### config.mk
export PLATFORM = sky130hd
export DESIGN_NAME = axi_apb_bridge_core
export DESIGN_NICKNAME = d
export VERILOG_FILES = /design/src/rtl/axi_apb_bridge_core.sv
export SDC_FILE = /design/constraint.sdc
export NUM_CORES = 1
export LEC_CHECK = 0
export ABC_CLOCK_PERIOD_IN_PS = 1450
export BUFFER_PORTS_ARGS = -buffer_cell sky130_fd_sc_hd__buf_2
export CAP_MARGIN = 10
export CORE_UTILIZATION = 40
export CTS_CLUSTER_SIZE = 14
export DETAILED_ROUTE_END_ITERATION = 6
export PLACE_DENSITY = 0.76
export SYNTH_ARGS = -nofsm -noshare
export SYNTH_HDL_FRONTEND = slang
export SYNTH_SLANG_ARGS = --single-unit
### constraint.sdc
create_clock -name clk -period 1.45 [get_ports clk]
set_input_delay 0.2175 -clock clk [delete_from_list [all_inputs] [get_ports clk]]
set_output_delay 0.2175 -clock clk [all_outputs]
set_load 0.01 [all_outputs]
### src/rtl/axi_apb_bridge_core.sv
// AXI4-Lite to APB4 protocol-conversion core: one APB transfer per AXI transaction, one outstanding.
// Optional ACCESS-phase timeout abort is enabled by defining AXI_APB_TIMEOUT_EN.
module axi_apb_bridge_core #(
    parameter int unsigned ADDRESS_WIDTH  = 32,
    parameter int unsigned DATA_WIDTH     = 32,
    parameter int unsigned TIMEOUT_CYCLES = 16
) (
    input  logic                      clk,
    input  logic                      rst,
    input  logic [ADDRESS_WIDTH-1:0]  AWADDR,
    input  logic                      AWVALID,
    output logic                      AWREADY,
    input  logic [DATA_WIDTH-1:0]     WDATA,
    input  logic [DATA_WIDTH/8-1:0]   WSTRB,
    input  logic                      WVALID,
    output logic                      WREADY,
    output logic [1:0]                BRESP,
    output logic                      BVALID,
    input  logic                      BREADY,
    input  logic [ADDRESS_WIDTH-1:0]  ARADDR,
    input  logic                      ARVALID,
    output logic                      ARREADY,
    output logic [DATA_WIDTH-1:0]     RDATA,
    output logic [1:0]                RRESP,
    output logic                      RVALID,
    input  logic                      RREADY,
    output logic [ADDRESS_WIDTH-1:0]  PADDR,
    output logic                      PSEL,
    output logic                      PENABLE,
    output logic                      PWRITE,
    output logic [DATA_WIDTH-1:0]     PWDATA,
    output logic [DATA_WIDTH/8-1:0]   PSTRB,
    input  logic [DATA_WIDTH-1:0]     PRDATA,
    input  logic                      PREADY,
    input  logic                      PSLVERR
);

    typedef enum logic [2:0] {
        ST_IDLE,
        ST_SETUP,
        ST_ACCESS,
        ST_WRESP,
        ST_RRESP
    } state_t;

    state_t state;
    logic   wr_prio;
    logic   wr_pend, rd_pend;
    logic   grant_wr, grant_rd;
    logic   xfer_done, xfer_err;
    logic [DATA_WIDTH-1:0] xfer_rdata;

    if (TIMEOUT_CYCLES == 0) begin : g_bad_timeout
        $error("TIMEOUT_CYCLES must be at least 1");
    end

    // Ready is a pure function of state, valids and the alternating priority bit.
    always_comb begin
        wr_pend  = AWVALID && WVALID;
        rd_pend  = ARVALID;
        grant_wr = (state == ST_IDLE) && wr_pend && (!rd_pend || wr_prio);
        grant_rd = (state == ST_IDLE) && rd_pend && (!wr_pend || !wr_prio);
    end

    assign AWREADY = grant_wr;
    assign WREADY  = grant_wr;
    assign ARREADY = grant_rd;

`ifdef AXI_APB_TIMEOUT_EN
    localparam int unsigned CNT_WIDTH = $clog2(TIMEOUT_CYCLES + 1);
    logic [CNT_WIDTH-1:0] wait_cnt;
    logic                 timed_out;

    // A timeout looks like a completion with SLVERR and zero read data.
    always_comb begin
        timed_out  = !PREADY && (wait_cnt == CNT_WIDTH'(TIMEOUT_CYCLES - 1));
        xfer_done  = PREADY || timed_out;
        xfer_err   = !PREADY || PSLVERR;
        xfer_rdata = PREADY ? PRDATA : '0;
    end
`else
    always_comb begin
        xfer_done  = PREADY;
        xfer_err   = PSLVERR;
        xfer_rdata = PRDATA;
    end
`endif

    always_ff @(posedge clk) begin
        if (rst) begin
            state   <= ST_IDLE;
            wr_prio <= 1'b1;
            PADDR   <= '0;
            PWDATA  <= '0;
            PSTRB   <= '0;
            PWRITE  <= 1'b0;
            PSEL    <= 1'b0;
            PENABLE <= 1'b0;
            BVALID  <= 1'b0;
            BRESP   <= '0;
            RVALID  <= 1'b0;
            RRESP   <= '0;
            RDATA   <= '0;
`ifdef AXI_APB_TIMEOUT_EN
            wait_cnt <= '0;
`endif
        end else begin
            case (state)
                ST_IDLE: begin
                    if (grant_wr) begin
                        PADDR   <= AWADDR;
                        PWDATA  <= WDATA;
                        PSTRB   <= WSTRB;
                        PWRITE  <= 1'b1;
                        PSEL    <= 1'b1;
                        wr_prio <= 1'b0;
                        state   <= ST_SETUP;
                    end else if (grant_rd) begin
                        PADDR   <= ARADDR;
                        PWDATA  <= '0;
                        PSTRB   <= '0;
                        PWRITE  <= 1'b0;
                        PSEL    <= 1'b1;
                        wr_prio <= 1'b1;
                        state   <= ST_SETUP;
                    end
                end
                ST_SETUP: begin
                    PENABLE <= 1'b1;
`ifdef AXI_APB_TIMEOUT_EN
                    wait_cnt <= '0;
`endif
                    state   <= ST_ACCESS;
                end
                ST_ACCESS: begin
                    if (xfer_done) begin
                        PSEL    <= 1'b0;
                        PENABLE <= 1'b0;
                        if (PWRITE) begin
                            BRESP  <= xfer_err ? 2'b10 : 2'b00;
                            BVALID <= 1'b1;
                            state  <= ST_WRESP;
                        end else begin
                            RRESP  <= xfer_err ? 2'b10 : 2'b00;
                            RDATA  <= xfer_rdata;
                            RVALID <= 1'b1;
                            state  <= ST_RRESP;
                        end
                    end
`ifdef AXI_APB_TIMEOUT_EN
                    else begin
                        wait_cnt <= wait_cnt + 1'b1;
                    end
`endif
                end
                ST_WRESP: begin
                    if (BREADY) begin
                        BVALID <= 1'b0;
                        state  <= ST_IDLE;
                    end
                end
                ST_RRESP: begin
                    if (RREADY) begin
                        RVALID <= 1'b0;
                        state  <= ST_IDLE;
                    end
                end
                default: state <= ST_IDLE;
            endcase
        end
    end

endmodule

==> flow_summary.html, run 1 <==
<table>
<tr><th>Metric</th><th>Value</th></tr>
<tr><th colspan="2">Place</th></tr>
<tr><td>Port-buffer cells</td><td>250</td></tr>
<tr><td>Gp weighted congestion</td><td>0.815</td></tr>
<tr><td>Half-perimeter wire length after detailed placement</td><td>approximately 11 mm</td></tr>
<tr><td>Pre-CTS WS</td><td>-0.123 ns</td></tr>
<tr><th colspan="2">Run status</th></tr>
<tr><td>Failing checks</td><td>setup timing</td></tr>
<tr><td>Run status</td><td>finished, violations left</td></tr>
<tr><th colspan="2">STA</th></tr>
<tr><td>Final Hold Viols</td><td>0</td></tr>
<tr><td>Unrepaired setup endpoints after global routing</td><td>true</td></tr>
<tr><td>Number of max-slew violations in the final report</td><td>0</td></tr>
<tr><td>Post-layout min period</td><td>roughly 1.6 ns</td></tr>
<tr><td>Worst Slack Setup Final</td><td>-0.195 ns</td></tr>
<tr><td>Maximum clock frequency</td><td>roughly 600 MHz</td></tr>
<tr><td>Count of final setup violators</td><td>approximately 100</td></tr>
<tr><td>Setup Skew</td><td>around 0.0048 ns</td></tr>
<tr><td>Post-route clock period utilization</td><td>113%</td></tr>
<tr><th colspan="2">Synthesis</th></tr>
<tr><td>Share of the synthesized netlist area taken by xor and xnor gates</td><td>0%</td></tr>
<tr><td>Mux contribution to synthesized area</td><td>0.431%</td></tr>
<tr><td>Cell area after technology mapping</td><td>roughly 4600 um2</td></tr>
<tr><td>Seq cells post-synth</td><td>roughly 110</td></tr>
<tr><td>Biggest area contributors in the synthesized netlist</td><td>sky130_fd_sc_hd__dfxtp_1 (48%), sky130_fd_sc_hd__a21oi_1 (12%), sky130_fd_sc_hd__o21ai_0 (8.2%), sky130_fd_sc_hd__a221o_1 (5.8%), sky130_fd_sc_hd__nand4_1 (4.9%)</td></tr>
<tr><td>Number of synthesized flops with an enable pin</td><td>0</td></tr>
<tr><td>Dominant combinational cell family by area after synthesis</td><td>compound AO/OA/AOI/OAI gates</td></tr>
<tr><td>Primary flip-flop cell chosen by synthesis mapping</td><td>sky130_fd_sc_hd__dfxtp_1</td></tr>
<tr><td>Number of instances in the synthesized netlist</td><td>between 500 and 600</td></tr>
<tr><td>Dominant cell type by area after synthesis</td><td>sky130_fd_sc_hd__dfxtp_1</td></tr>
<tr><td>Post-synth cell types</td><td>38</td></tr>
<tr><td>Per-instance average area after synthesis</td><td>about 8.6 um2</td></tr>
<tr><td>YS warnings</td><td>0</td></tr>
<tr><td>Sequential share of the synthesized area</td><td>between 40% and 50%</td></tr>
<tr><td>Simple-Gate Fraction of Synth Area</td><td>16.7%</td></tr>
<tr><td>Fraction of the mapped netlist area in compound gates</td><td>around 28%</td></tr>
<tr><td>Adder-cell share of the synthesized area</td><td>0%</td></tr>
<tr><td>Fraction of synthesized cell area taken by the top area cell type</td><td>a little under half</td></tr>
<tr><td>Async SR Flop Fraction</td><td>0%</td></tr>
<tr><th colspan="2">Worst setup path</th></tr>
<tr><td>CP startpoint</td><td>state[0]$_SDFFE_PP0P_</td></tr>
<tr><td>Critical Path Max Stage Delay</td><td>approximately 0.56 ns</td></tr>
<tr><td>Arrival time reported for the critical path endpoint</td><td>1.94 ns</td></tr>
<tr><td>Worst setup path class</td><td>reg -&gt; reg</td></tr>
<tr><td>Data required time of the worst path</td><td>roughly 1.7 ns</td></tr>
<tr><td>Cell-by-cell listing of the critical path</td><td>or4_4 -&gt; buf_6 -&gt; nor3_4 -&gt; buf_6 -&gt; a221o_1</td></tr>
<tr><td>Start of the worst register-to-register path</td><td>state[0]$_SDFFE_PP0P_</td></tr>
<tr><td>Cell repeated most along the worst path</td><td>sky130_fd_sc_hd__buf_6</td></tr>
<tr><td>R2R cell count</td><td>5</td></tr>
<tr><td>Largest driver fanout on the critical path</td><td>8</td></tr>
<tr><td>Slowest cell on crit path</td><td>sky130_fd_sc_hd__or4_4</td></tr>
<tr><td>Launching element type of the critical path</td><td>register</td></tr>
<tr><td>Category of the worst setup path capture point</td><td>register</td></tr>
<tr><th colspan="2">Pwr</th></tr>
<tr><td>Maximum ir drop on the vdd rail</td><td>668 uV</td></tr>
<tr><td>Ratio of total power to cell area</td><td>approximately 1200 nW/um2</td></tr>
<tr><td>Internal Dissipation</td><td>about 0.0061 W</td></tr>
<tr><td>Portion of total power attributed to sequential cells</td><td>between 30% and 40%</td></tr>
<tr><td>Share of power burned in combinational logic</td><td>between 20% and 30%</td></tr>
<tr><td>Part of the total power dissipated in the clock network</td><td>between 30% and 40%</td></tr>
<tr><td>Net switching fraction of the power</td><td>between 20% and 30%</td></tr>
<tr><td>Leak</td><td>between 3 and 4 nW</td></tr>
<tr><td>Net switching component of the power</td><td>0.00260 W</td></tr>
<tr><th colspan="2">Finish</th></tr>
<tr><td>Area grow syn2layout</td><td>59.0%</td></tr>
<tr><td>Share of the core filled with cells</td><td>between 60% and 70%</td></tr>
<tr><td>Commonest non-fill, non-tap cell in the layout</td><td>sky130_fd_sc_hd__buf_2</td></tr>
<tr><td>Area occupied by multi-input gates</td><td>around 2600 um2</td></tr>
<tr><td>Storage cell area</td><td>about 2200 um2</td></tr>
<tr><td># nets final</td><td>~940</td></tr>
<tr><td>Highest-count cells in the layout ignoring fill and taps</td><td>sky130_fd_sc_hd__buf_2 (246), sky130_fd_sc_hd__dfxtp_1 (109), sky130_fd_sc_hd__a21oi_1 (78)</td></tr>
<tr><td>Fill cell count</td><td>864</td></tr>
<tr><td>Share of layout cells above drive strength 1</td><td>between 50 and 60%</td></tr>
<tr><th colspan="2">Clock tree</th></tr>
<tr><td>Sinks on Clock Net</td><td>roughly 110</td></tr>
<tr><td>CTS Hold Bufs</td><td>0</td></tr>
<tr><td>Deepest level of the CTS H-tree</td><td>3</td></tr>
<tr><td>Worst-path clk slew</td><td>0.07 ns</td></tr>
<tr><td>Number of clock buffers inserted by TritonCTS</td><td>9</td></tr>
<tr><td>Clock tree from TritonCTS</td><td>done</td></tr>
<tr><td>Clock network latency to the later pin of the worst-skew pair</td><td>~0.35 ns</td></tr>
<tr><td>Root cell of the clock tree</td><td>sky130_fd_sc_hd__clkbuf_16</td></tr>
<tr><td>Clock Path Buffers</td><td>2</td></tr>
<tr><th colspan="2">Die</th></tr>
<tr><td>Area of the placeable core</td><td>11100 um2</td></tr>
<tr><td>Die Area</td><td>12000 um2</td></tr>
<tr><td>Number of cell rows</td><td>38</td></tr>
<tr><td>Horizontal extent of the die</td><td>around 110 um</td></tr>
<tr><td>Number of primary I/O pins</td><td>253</td></tr>
<tr><td>Floorplan die height</td><td>approximately 110 um</td></tr>
<tr><td>Starting Density</td><td>between 40% and 50%</td></tr>
<tr><th colspan="2">Flow run</th></tr>
<tr><td>Max Cap Viol</td><td>0</td></tr>
<tr><th colspan="2">Detailed routing</th></tr>
<tr><td>DR pass1 iterations</td><td>5</td></tr>
<tr><td>DRC violations left</td><td>0</td></tr>
<tr><td>Drt first-iter violations</td><td>469</td></tr>
<tr><td>Number of vias per cell after detailed routing</td><td>between 5 and 6</td></tr>
<tr><td>Routed wirelength normalized by instance count</td><td>18.5 um</td></tr>
<tr><td>Via count</td><td>5432</td></tr>
<tr><td>Remaining antenna violation count after routing</td><td>0</td></tr>
<tr><td>Detailed-route wire length</td><td>17.4 mm</td></tr>
<tr><th colspan="2">Global routing</th></tr>
<tr><td>Initial antenna violation count</td><td>1</td></tr>
<tr><td>Total congestion overflow after global routing</td><td>0</td></tr>
<tr><td>Pin count of the biggest net entering global routing</td><td>50</td></tr>
<tr><td>Wire length of the first global-routing pass</td><td>~25 mm</td></tr>
<tr><td>GR Util All Layers</td><td>approximately a quarter</td></tr>
<tr><td>Number of global-route vias before repair</td><td>~5100</td></tr>
<tr><th colspan="2">Worst hold path</th></tr>
<tr><td>Worst min-delay path category</td><td>in -&gt; reg</td></tr>
<tr><td>Hold depth</td><td>2</td></tr>
<tr><td>Worst min-delay path startpoint</td><td>ARADDR[1]</td></tr>
</table>
-- worst max-delay path, delay by kind of cell, from the launching register on --
| family | cells | cell delay, ns |
|---|---|---|
| flops | 1 | 0.33 |
| simple gates | 2 | 0.77 |
| buf+inv | 2 | 0.32 |
| compound gates | 1 | 0.17 |
-- path summary, 6_finish.rpt --
kind / to / slack (ns)
max: PADDR[21]$_SDFFE_PP0P_ / -0.20
min: PADDR[1]$_SDFFE_PP0P_ / 0.09
max reg2reg: PADDR[21]$_SDFFE_PP0P_ / -0.20
min reg2reg: RDATA[11]$_SDFFE_PP0P_ / 0.46
-- sequential cells by signal (all words and copies together), names as in the netlist --
name and cells:
PADDR 32, PWDATA 32, RDATA 32, PSTRB 4, state 3, BRESP 1, BVALID 1, PENABLE 1
PSEL 1, PWRITE 1, RRESP 1, RVALID 1, wr_prio 1
-- area by class of cell --
cell class,count,area share [%]
antenna,1,0.0339
clock buffer,11,3.29
clock inverter,5,1.42
inverter,4,0.203
multi-input combinational,360,35.0
sequential,111,30.1
tap,140,2.37
timing repair buffer,310,27.6
-- Yosys cell counts (2+ instances only) --
cell type,n
sky130_fd_sc_hd__nor3_1,2
sky130_fd_sc_hd__nand3_1,41
sky130_fd_sc_hd__mux2i_1,2
sky130_fd_sc_hd__nand2b_1,30
sky130_fd_sc_hd__a22oi_1,2
sky130_fd_sc_hd__buf_1,2
sky130_fd_sc_hd__buf_6,4
sky130_fd_sc_hd__nor3_2,2
sky130_fd_sc_hd__buf_2,8
sky130_fd_sc_hd__a311oi_1,7
sky130_fd_sc_hd__a221o_1,27
sky130_fd_sc_hd__a21oi_1,108
sky130_fd_sc_hd__clkbuf_1,47
sky130_fd_sc_hd__o21ai_0,76
sky130_fd_sc_hd__nand4_1,36
sky130_fd_sc_hd__and2_1,2
sky130_fd_sc_hd__buf_4,3
sky130_fd_sc_hd__nor2_1,7
sky130_fd_sc_hd__dfxtp_1,111
sky130_fd_sc_hd__inv_1,3
-- power by group through the flow --
stage	registers [W]	clock network, W	logic (W)
global placement	0.00349	0	0.00182
global route	0.00348	0.00304	0.00257
finish	0.00346	0.00288	0.00241
CTS	0.00344	0.00293	0.00207
floorplan	0.00361	0	0.000896
detailed placement	0.00350	0	0.00186
-- kinds of logic (layout without fill, tap and decap cells) --
| logic type | Yosys count | in the layout |
|---|---|---|
| multiplexers | 2 | 2 |
| other | 1 | 3 |
| flip-flops | 111 | 111 |
| AO/OA/AOI/OAI | 225 | 225 |
| buffers and inverters | 68 | 330 |
| AND/OR/NAND/NOR | 131 | 131 |
-- through the flow --
step           TNS [ns]  instances  cell area (um2)  hold slack, ns  power, W
6_report         -10.12        942             7380          0.0877   0.00874
5_1_grt          -18.15        941             7380          0.0815   0.00910
4_1_cts           -8.76        933             6870          0.0705   0.00843
3_5_place_dp      -4.00        901             6190           0.445   0.00536
2_1_floorplan     -1.50        539             4670           0.334   0.00450
3_3_place_gp      -1.91        901             6190           0.437   0.00531
-- layer usage --
metal / routed length, um / vias up / global-route usage, %
li1: - / 2523 / -
met1: 6660 / 2543 / 31.3
met2: 8670 / 295 / 43.6
met3: 1330 / 69 / 6.16
met4: 717 / 2 / 15.2
met5: 10 / - / 0
-- timing repair --
| action | in CTS | in global routing |
|---|---|---|
| pin swaps | 13 | 66 |
| setup buffers | 10 | 6 |
| setup endpoints to repair | 102 | 111 |
| resized for setup | 31 | 129 |
| cloned | 6 | 5 |
(Power assumes the default switching activity.)
==> run 2: changes to the inputs <==
--- a/constraint.sdc
+++ b/constraint.sdc
@@ -3,2 +3,2 @@
 set_output_delay 0.2175 -clock clk [all_outputs]
-set_load 0.01 [all_outputs]
+set_load 0.1 [all_outputs]
==> flow_summary.html, run 2 (synthesis results as in run 1) <==
<table>
<tr><th>Metric</th><th>Value</th></tr>
<tr><th colspan="2">STA</th></tr>
<tr><td>Count of final setup violators</td><td>66</td></tr>
<tr><td>Post-layout min period</td><td>~1.7 ns</td></tr>
<tr><td>Transition at the pin with the smallest max-transition slack</td><td>0.529 ns</td></tr>
<tr><td>Max_slew headroom</td><td>~65%</td></tr>
<tr><td>Post-route clock period utilization</td><td>116%</td></tr>
<tr><td>Unrepaired setup endpoints after global routing</td><td>true</td></tr>
<tr><td>Setup Skew</td><td>approximately 0.0082 ns</td></tr>
<tr><td>Final Hold Viols</td><td>0</td></tr>
<tr><td>Number of max-slew violations in the final report</td><td>0</td></tr>
<tr><td>Maximum clock frequency</td><td>slightly below 600 MHz</td></tr>
<tr><td>Worst Slack Setup Final</td><td>-0.230 ns</td></tr>
<tr><th colspan="2">Place</th></tr>
<tr><td>Number of cells after detailed placement</td><td>approximately 900</td></tr>
<tr><td>Port-buffer cells</td><td>250</td></tr>
<tr><td>Pre-CTS WS</td><td>-0.115 ns</td></tr>
<tr><td>Half-perimeter wire length after detailed placement</td><td>roughly 11 mm</td></tr>
<tr><td>Gp weighted congestion</td><td>~0.86</td></tr>
<tr><td>Instance area after placement</td><td>6280 um2</td></tr>
<tr><th colspan="2">Run status</th></tr>
<tr><td>Run status</td><td>finished, violations left</td></tr>
<tr><td>Failing checks</td><td>setup timing</td></tr>
<tr><th colspan="2">Worst setup path</th></tr>
<tr><td>Largest driver fanout on the critical path</td><td>26</td></tr>
<tr><td>Category of the worst setup path capture point</td><td>register</td></tr>
<tr><td>Cell-by-cell listing of the critical path</td><td>buf_4 -&gt; or4_4 -&gt; a211oi_4 -&gt; buf_12 -&gt; a221o_1</td></tr>
<tr><td>Worst setup path class</td><td>reg -&gt; reg</td></tr>
<tr><td>Worst path bufs/invs</td><td>2</td></tr>
<tr><td>Data required time of the worst path</td><td>~1.7 ns</td></tr>
<tr><td>Slowest cell on crit path</td><td>sky130_fd_sc_hd__or4_4</td></tr>
<tr><td>Arrival time reported for the critical path endpoint</td><td>about 2.0 ns</td></tr>
<tr><td>Critical path's top delay family</td><td>simple AND/OR/NAND/NOR gates</td></tr>
<tr><td>Critical Path Max Stage Delay</td><td>approximately 0.55 ns</td></tr>
<tr><td>Launching element type of the critical path</td><td>register</td></tr>
<tr><th colspan="2">Global routing</th></tr>
<tr><td>Total congestion overflow after global routing</td><td>0</td></tr>
<tr><td>Initial antenna violation count</td><td>0</td></tr>
<tr><td>Number of global-route vias before repair</td><td>about 4800</td></tr>
<tr><td>Pin count of the biggest net entering global routing</td><td>45</td></tr>
<tr><td>Wire length of the first global-routing pass</td><td>around 23 mm</td></tr>
<tr><td>GR Util All Layers</td><td>24.7%</td></tr>
<tr><th colspan="2">Finish</th></tr>
<tr><td>Share of the core filled with cells</td><td>around 64%</td></tr>
<tr><td># nets final</td><td>~930</td></tr>
<tr><td>Commonest non-fill, non-tap cell in the layout</td><td>sky130_fd_sc_hd__buf_2</td></tr>
<tr><td>Area grow syn2layout</td><td>52.7%</td></tr>
<tr><td>Number of standard cells in the final layout excluding fillers</td><td>931</td></tr>
<tr><td>Largest regs</td><td>PADDR (32), PWDATA (32), RDATA (32)</td></tr>
<tr><td>Antenna diodes</td><td>0</td></tr>
<tr><td>Post-route cell area</td><td>7090 um2</td></tr>
<tr><td>Highest-count cells in the layout ignoring fill and taps</td><td>sky130_fd_sc_hd__buf_2 (245), sky130_fd_sc_hd__dfxtp_1 (106), sky130_fd_sc_hd__a21oi_1 (81)</td></tr>
<tr><td>Share of layout cells above drive strength 1</td><td>between 40% and 50%</td></tr>
<tr><th colspan="2">Die</th></tr>
<tr><td>Number of cell rows</td><td>38</td></tr>
<tr><td>Number of primary I/O pins</td><td>about 250</td></tr>
<tr><td>Area of the placeable core</td><td>about 11000 um2</td></tr>
<tr><td>Die Area</td><td>between 10000 and 15000 um2</td></tr>
<tr><td>Floorplan die height</td><td>110 um</td></tr>
<tr><td>Horizontal extent of the die</td><td>about 110 um</td></tr>
<tr><td>Starting Density</td><td>between 40% and 50%</td></tr>
<tr><th colspan="2">Detailed routing</th></tr>
<tr><td>Via count</td><td>between 5000 and 6000</td></tr>
<tr><td>Number of vias per cell after detailed routing</td><td>approximately 5.6</td></tr>
<tr><td>Routed wirelength normalized by instance count</td><td>approximately 17 um</td></tr>
<tr><td>DR pass1 iterations</td><td>5</td></tr>
<tr><td>Drt first-iter violations</td><td>between 300 and 400</td></tr>
<tr><td>Remaining antenna violation count after routing</td><td>0</td></tr>
<tr><td>Detailed-route wire length</td><td>15.9 mm</td></tr>
<tr><td>DRC violations left</td><td>0</td></tr>
<tr><th colspan="2">Worst hold path</th></tr>
<tr><td>Worst min-delay path category</td><td>in -&gt; reg</td></tr>
<tr><th colspan="2">Clock tree</th></tr>
<tr><td>Sinks on Clock Net</td><td>~110</td></tr>
<tr><td>Worst-path clk slew</td><td>0.07 ns</td></tr>
<tr><td>Clock tree from TritonCTS</td><td>done</td></tr>
<tr><td>Number of clock buffers inserted by TritonCTS</td><td>9</td></tr>
<tr><td>Root cell of the clock tree</td><td>sky130_fd_sc_hd__clkbuf_16</td></tr>
<tr><td>Deepest level of the CTS H-tree</td><td>3</td></tr>
<tr><td>Clock network latency to the later pin of the worst-skew pair</td><td>~0.35 ns</td></tr>
<tr><td>Clock Path Buffers</td><td>2</td></tr>
<tr><th colspan="2">Flow run</th></tr>
<tr><td>Max Cap Viol</td><td>0</td></tr>
<tr><th colspan="2">Pwr</th></tr>
<tr><td>Ratio of total power to cell area</td><td>between 1000 and 1500 nW/um2</td></tr>
<tr><td>Maximum ir drop on the vdd rail</td><td>approximately 950 uV</td></tr>
<tr><td>Leak</td><td>just over 3 nW</td></tr>
</table>
## run 2: changes by cell type in the layout (fill, tap and decap cells not counted), sizes merged
| cell | change |
|---|---|
| clkinv | +2 |
| diode | -1 |
| inv | -1 |
| clkbuf | -1 |
| buf | -8 |
| bufinv | -2 |
## run 2: area by class of cell
cell class | instances | area, um2
repair buffers | 300 | 1890
clock buffers | 12 | 268
flip-flops and latches | 111 | 2230
inverters | 4 | 18.8
multi-input cells | 360 | 2460
clock inverters | 4 | 51.3
well taps | 140 | 175
fillers | 932 | 3990
## run 2: routing by layer
layer | global-route usage [%] | routed length, um
met4 | 8.95 | 348
met2 | 41.7 | 7920
met5 | 0 | 0
met3 | 8.18 | 1270
met1 | 29.1 | 6370
## run 2: metrics by stage
step | hold slack [ns] | total power (W) | setup TNS, ns
3_5_place_dp | 0.444 | 0.00713 | -4.49
4_1_cts | 0.0786 | 0.00982 | -10.04
6_report | 0.0892 | 0.00999 | -8.57
2_1_floorplan | 0.334 | 0.00621 | -2.14
5_1_grt | 0.0745 | 0.0104 | -12.75
3_3_place_gp | 0.441 | 0.00708 | -2.91
## run 2: power breakdown
group | switching, W | internal [W] | total (W)
Clock | 0.00111 | 0.00149 | 0.00260
Sequential | 0.000145 | 0.00330 | 0.00345
Combinational | 0.00290 | 0.00104 | 0.00394
## run 2: final timing paths
path | from | to | slack (ns) | depth (start not counted)
setup / recovery | state[0]$_SDFFE_PP0P_ | PADDR[15]$_SDFFE_PP0P_ | -0.23 | 5
hold / removal | ARADDR[3] | PADDR[3]$_SDFFE_PP0P_ | 0.09 | 2
setup reg to reg | state[0]$_SDFFE_PP0P_ | PADDR[15]$_SDFFE_PP0P_ | -0.23 | 5
hold reg to reg | PWDATA[22]$_SDFFE_PP0P_ | PWDATA[22]$_SDFFE_PP0P_ | 0.47 | 2
## run 2: worst register-to-register path, cell delays in order (launching register included)
cell and delay, ns:
sky130_fd_sc_hd__dfxtp_2 0.33, sky130_fd_sc_hd__buf_4 0.14, sky130_fd_sc_hd__or4_4 0.55, sky130_fd_sc_hd__a211oi_4 0.22, sky130_fd_sc_hd__buf_12 0.21, sky130_fd_sc_hd__a221o_1 0.17
## run 2: timing repair
action,CTS,global route
setup buffers,8,0
pin swaps,9,31
resized for setup,17,96
setup endpoints to repair,98,109
gates cloned,2,3
hold buffers,0,0
==> run 3: changes to the inputs <==
--- a/constraint.sdc
+++ b/constraint.sdc
@@ -3,2 +3,2 @@
 set_output_delay 0.2175 -clock clk [all_outputs]
-set_load 0.1 [all_outputs]
+set_load 0.05 [all_outputs]
==> flow_summary.html, run 3 (synthesis results as in run 1) <==
<table>
<tr><th>Metric</th><th>Value</th></tr>
<tr><th colspan="2">Pwr</th></tr>
<tr><td>Maximum ir drop on the vdd rail</td><td>~940 uV</td></tr>
<tr><td>Ratio of total power to cell area</td><td>between 1000 and 1500 nW/um2</td></tr>
<tr><td>Share of power burned in combinational logic</td><td>a little over a third</td></tr>
<tr><td>Net switching component of the power</td><td>about 0.0034 W</td></tr>
<tr><td>Net switching fraction of the power</td><td>a little under two fifths</td></tr>
<tr><td>Leak</td><td>3.25 nW</td></tr>
<tr><td>Internal Dissipation</td><td>a little under 0.006 W</td></tr>
<tr><td>Portion of total power attributed to sequential cells</td><td>a little under two fifths</td></tr>
<tr><td>Part of the total power dissipated in the clock network</td><td>25.8%</td></tr>
<tr><th colspan="2">Finish</th></tr>
<tr><td>Share of the core filled with cells</td><td>between 70% and 80%</td></tr>
<tr><td>Highest-count cells in the layout ignoring fill and taps</td><td>sky130_fd_sc_hd__buf_2 (245), sky130_fd_sc_hd__dfxtp_1 (107), sky130_fd_sc_hd__a21oi_1 (79)</td></tr>
<tr><td>Commonest non-fill, non-tap cell in the layout</td><td>sky130_fd_sc_hd__buf_2</td></tr>
<tr><td>Antenna diodes</td><td>0</td></tr>
<tr><td>Fill cell count</td><td>a little over 800</td></tr>
<tr><td>Largest regs</td><td>PADDR (32), PWDATA (32), RDATA (32)</td></tr>
<tr><td># nets final</td><td>between 900 and 1000</td></tr>
<tr><td>Share of layout cells above drive strength 1</td><td>between 50% and 60%</td></tr>
<tr><td>Post-route cell area</td><td>7780 um2</td></tr>
<tr><td>Area grow syn2layout</td><td>67.7%</td></tr>
<tr><th colspan="2">STA</th></tr>
<tr><td>Count of final setup violators</td><td>110</td></tr>
<tr><td>Max_slew headroom</td><td>around 62%</td></tr>
<tr><td>Setup Total Neg Slack</td><td>-17.86 ns</td></tr>
<tr><td>Setup Skew</td><td>between 0.008 and 0.009 ns</td></tr>
<tr><td>Final Hold Viols</td><td>0</td></tr>
<tr><td>Maximum clock frequency</td><td>~570 MHz</td></tr>
<tr><td>Post-layout min period</td><td>~1.8 ns</td></tr>
<tr><td>Worst Slack Setup Final</td><td>-0.306 ns</td></tr>
<tr><td>Post-route clock period utilization</td><td>121%</td></tr>
<tr><td>Number of max-slew violations in the final report</td><td>0</td></tr>
<tr><td>Final hold slack</td><td>between 0.08 and 0.09 ns</td></tr>
<tr><td>Unrepaired setup endpoints after global routing</td><td>true</td></tr>
<tr><td>Transition at the pin with the smallest max-transition slack</td><td>approximately 0.57 ns</td></tr>
<tr><th colspan="2">Worst setup path</th></tr>
<tr><td>Worst setup path class</td><td>reg -&gt; reg</td></tr>
<tr><td>Data required time of the worst path</td><td>~1.7 ns</td></tr>
<tr><td>Category of the worst setup path capture point</td><td>register</td></tr>
<tr><td>Largest driver fanout on the critical path</td><td>3</td></tr>
<tr><td>Launching element type of the critical path</td><td>register</td></tr>
<tr><td>Arrival time reported for the critical path endpoint</td><td>slightly above 2 ns</td></tr>
<tr><th colspan="2">Flow run</th></tr>
<tr><td>Max Cap Viol</td><td>0</td></tr>
<tr><th colspan="2">Die</th></tr>
<tr><td>Number of primary I/O pins</td><td>between 200 and 300</td></tr>
<tr><td>Area of the placeable core</td><td>~11000 um2</td></tr>
<tr><td>Floorplan die height</td><td>between 100 and 150 um</td></tr>
<tr><td>Horizontal extent of the die</td><td>110 um</td></tr>
<tr><td>Starting Density</td><td>between 40% and 50%</td></tr>
<tr><td>Number of cell rows</td><td>38</td></tr>
<tr><td>Die Area</td><td>12000 um2</td></tr>
<tr><th colspan="2">Clock tree</th></tr>
<tr><td>Deepest level of the CTS H-tree</td><td>3</td></tr>
<tr><td>Worst-path clk slew</td><td>0.08 ns</td></tr>
<tr><td>Sinks on Clock Net</td><td>between 100 and 150</td></tr>
<tr><td>CTS Hold Bufs</td><td>0</td></tr>
<tr><td>Clock Path Buffers</td><td>2</td></tr>
<tr><td>Root cell of the clock tree</td><td>sky130_fd_sc_hd__clkbuf_16</td></tr>
<tr><td>Clock network latency to the later pin of the worst-skew pair</td><td>~0.36 ns</td></tr>
<tr><td>Number of clock buffers inserted by TritonCTS</td><td>9</td></tr>
<tr><td>Clock tree from TritonCTS</td><td>done</td></tr>
<tr><th colspan="2">Run status</th></tr>
<tr><td>Failing checks</td><td>setup timing</td></tr>
<tr><td>Run status</td><td>finished, violations left</td></tr>
<tr><th colspan="2">Detailed routing</th></tr>
<tr><td>Detailed-route wire length</td><td>between 15 and 20 mm</td></tr>
<tr><td>DR pass1 iterations</td><td>5</td></tr>
<tr><td>Drt first-iter violations</td><td>430</td></tr>
<tr><td>Via count</td><td>around 5600</td></tr>
<tr><td>Remaining antenna violation count after routing</td><td>0</td></tr>
<tr><td>DRC violations left</td><td>0</td></tr>
<tr><td>Number of vias per cell after detailed routing</td><td>approximately 5.9</td></tr>
<tr><td>Routed wirelength normalized by instance count</td><td>between 20 and 25 um</td></tr>
<tr><th colspan="2">Place</th></tr>
<tr><td>Instance area after placement</td><td>about 6200 um2</td></tr>
<tr><td>Pre-CTS WS</td><td>-0.154 ns</td></tr>
<tr><td>Half-perimeter wire length after detailed placement</td><td>10.6 mm</td></tr>
<tr><td>Port-buffer cells</td><td>250</td></tr>
<tr><td>Gp weighted congestion</td><td>~0.88</td></tr>
<tr><th colspan="2">Global routing</th></tr>
<tr><td>Wire length of the first global-routing pass</td><td>25.6 mm</td></tr>
<tr><td>Number of global-route vias before repair</td><td>a little over 5000</td></tr>
<tr><td>Initial antenna violation count</td><td>0</td></tr>
<tr><td>Total congestion overflow after global routing</td><td>0</td></tr>
<tr><td>Pin count of the biggest net entering global routing</td><td>60</td></tr>
<tr><td>GR Util All Layers</td><td>~28%</td></tr>
<tr><th colspan="2">Worst hold path</th></tr>
<tr><td>Worst min-delay path category</td><td>in -&gt; reg</td></tr>
</table>
==> run 3: worst max-delay path, stage by stage, from the launching register on <==
cell and delay [ns]:
sky130_fd_sc_hd__dfxtp_2 0.34, sky130_fd_sc_hd__buf_6 0.12, sky130_fd_sc_hd__buf_8 0.11, sky130_fd_sc_hd__buf_6 0.11, sky130_fd_sc_hd__buf_6 0.12, sky130_fd_sc_hd__buf_6 0.12, sky130_fd_sc_hd__mux2i_1 0.14, sky130_fd_sc_hd__a31oi_1 0.34
sky130_fd_sc_hd__mux2i_1 0.28
==> run 3: final cells by class <==
class                           count  area (um2)  area share [%]
Multi-Input combinational cell    360        2790            35.8
Inverter                            4        21.3           0.273
Timing Repair Buffer              325        2290            29.5
Clock inverter                      3        17.5           0.225
Tap cell                          140         175            2.25
Clock buffer                       13         260            3.34
Sequential cell                   111        2230            28.6
==> run 3: repair_timing <==
action,CTS,global route
endpoints found under the setup margin,98,113
gates resized for setup,97,111
buffers inserted,18,11
pin swaps,30,51
gates cloned,9,4
==> run 3: power by group through the flow <==
stage | registers (W) | clock network (W) | logic [W]
final | 0.00347 | 0.00238 | 0.00337
after global routing | 0.00350 | 0.00253 | 0.00353
after CTS | 0.00345 | 0.00240 | 0.00304
after detailed placement | 0.00351 | 0 | 0.00265
after global placement | 0.00349 | 0 | 0.00260
after floorplan | 0.00431 | 0 | 0.000956
==> run 3: per-layer routing <==
| layer | global-route usage, % | part of all wire (%) | up-vias | routed length, um |
|---|---|---|---|---|
| met3 | 9.72 | 8.2 | 80 | 1570 |
| met1 | 31.4 | 37 | 2673 | 7040 |
| met4 | 12.4 | 4.4 | 0 | 852 |
| met5 | 0 | 0 | - | 0 |
| met2 | 47.1 | 51 | 323 | 9720 |
| li1 | - | - | 2559 | - |
==> run 3: path summary, 6_finish.rpt <==
check	slack, ns	end	from	depth (start not counted)
max reg2reg	-0.31	state[0]$_SDFFE_PP0P_	state[0]$_SDFFE_PP0P_	8
max	-0.31	state[0]$_SDFFE_PP0P_	state[0]$_SDFFE_PP0P_	8
min reg2reg	0.46	RDATA[30]$_SDFFE_PP0P_	RDATA[30]$_SDFFE_PP0P_	2
min	0.08	PADDR[17]$_SDFFE_PP0P_	ARADDR[17]	2
==> run 3: per-stage QoR <==
| stage | instances | power [W] |
|---|---|---|
| 4_1_cts | 944 | 0.00888 |
| 6_report | 956 | 0.00922 |
| 3_3_place_gp | 901 | 0.00609 |
| 2_1_floorplan | 539 | 0.00527 |
| 5_1_grt | 956 | 0.00956 |
| 3_5_place_dp | 901 | 0.00615 |
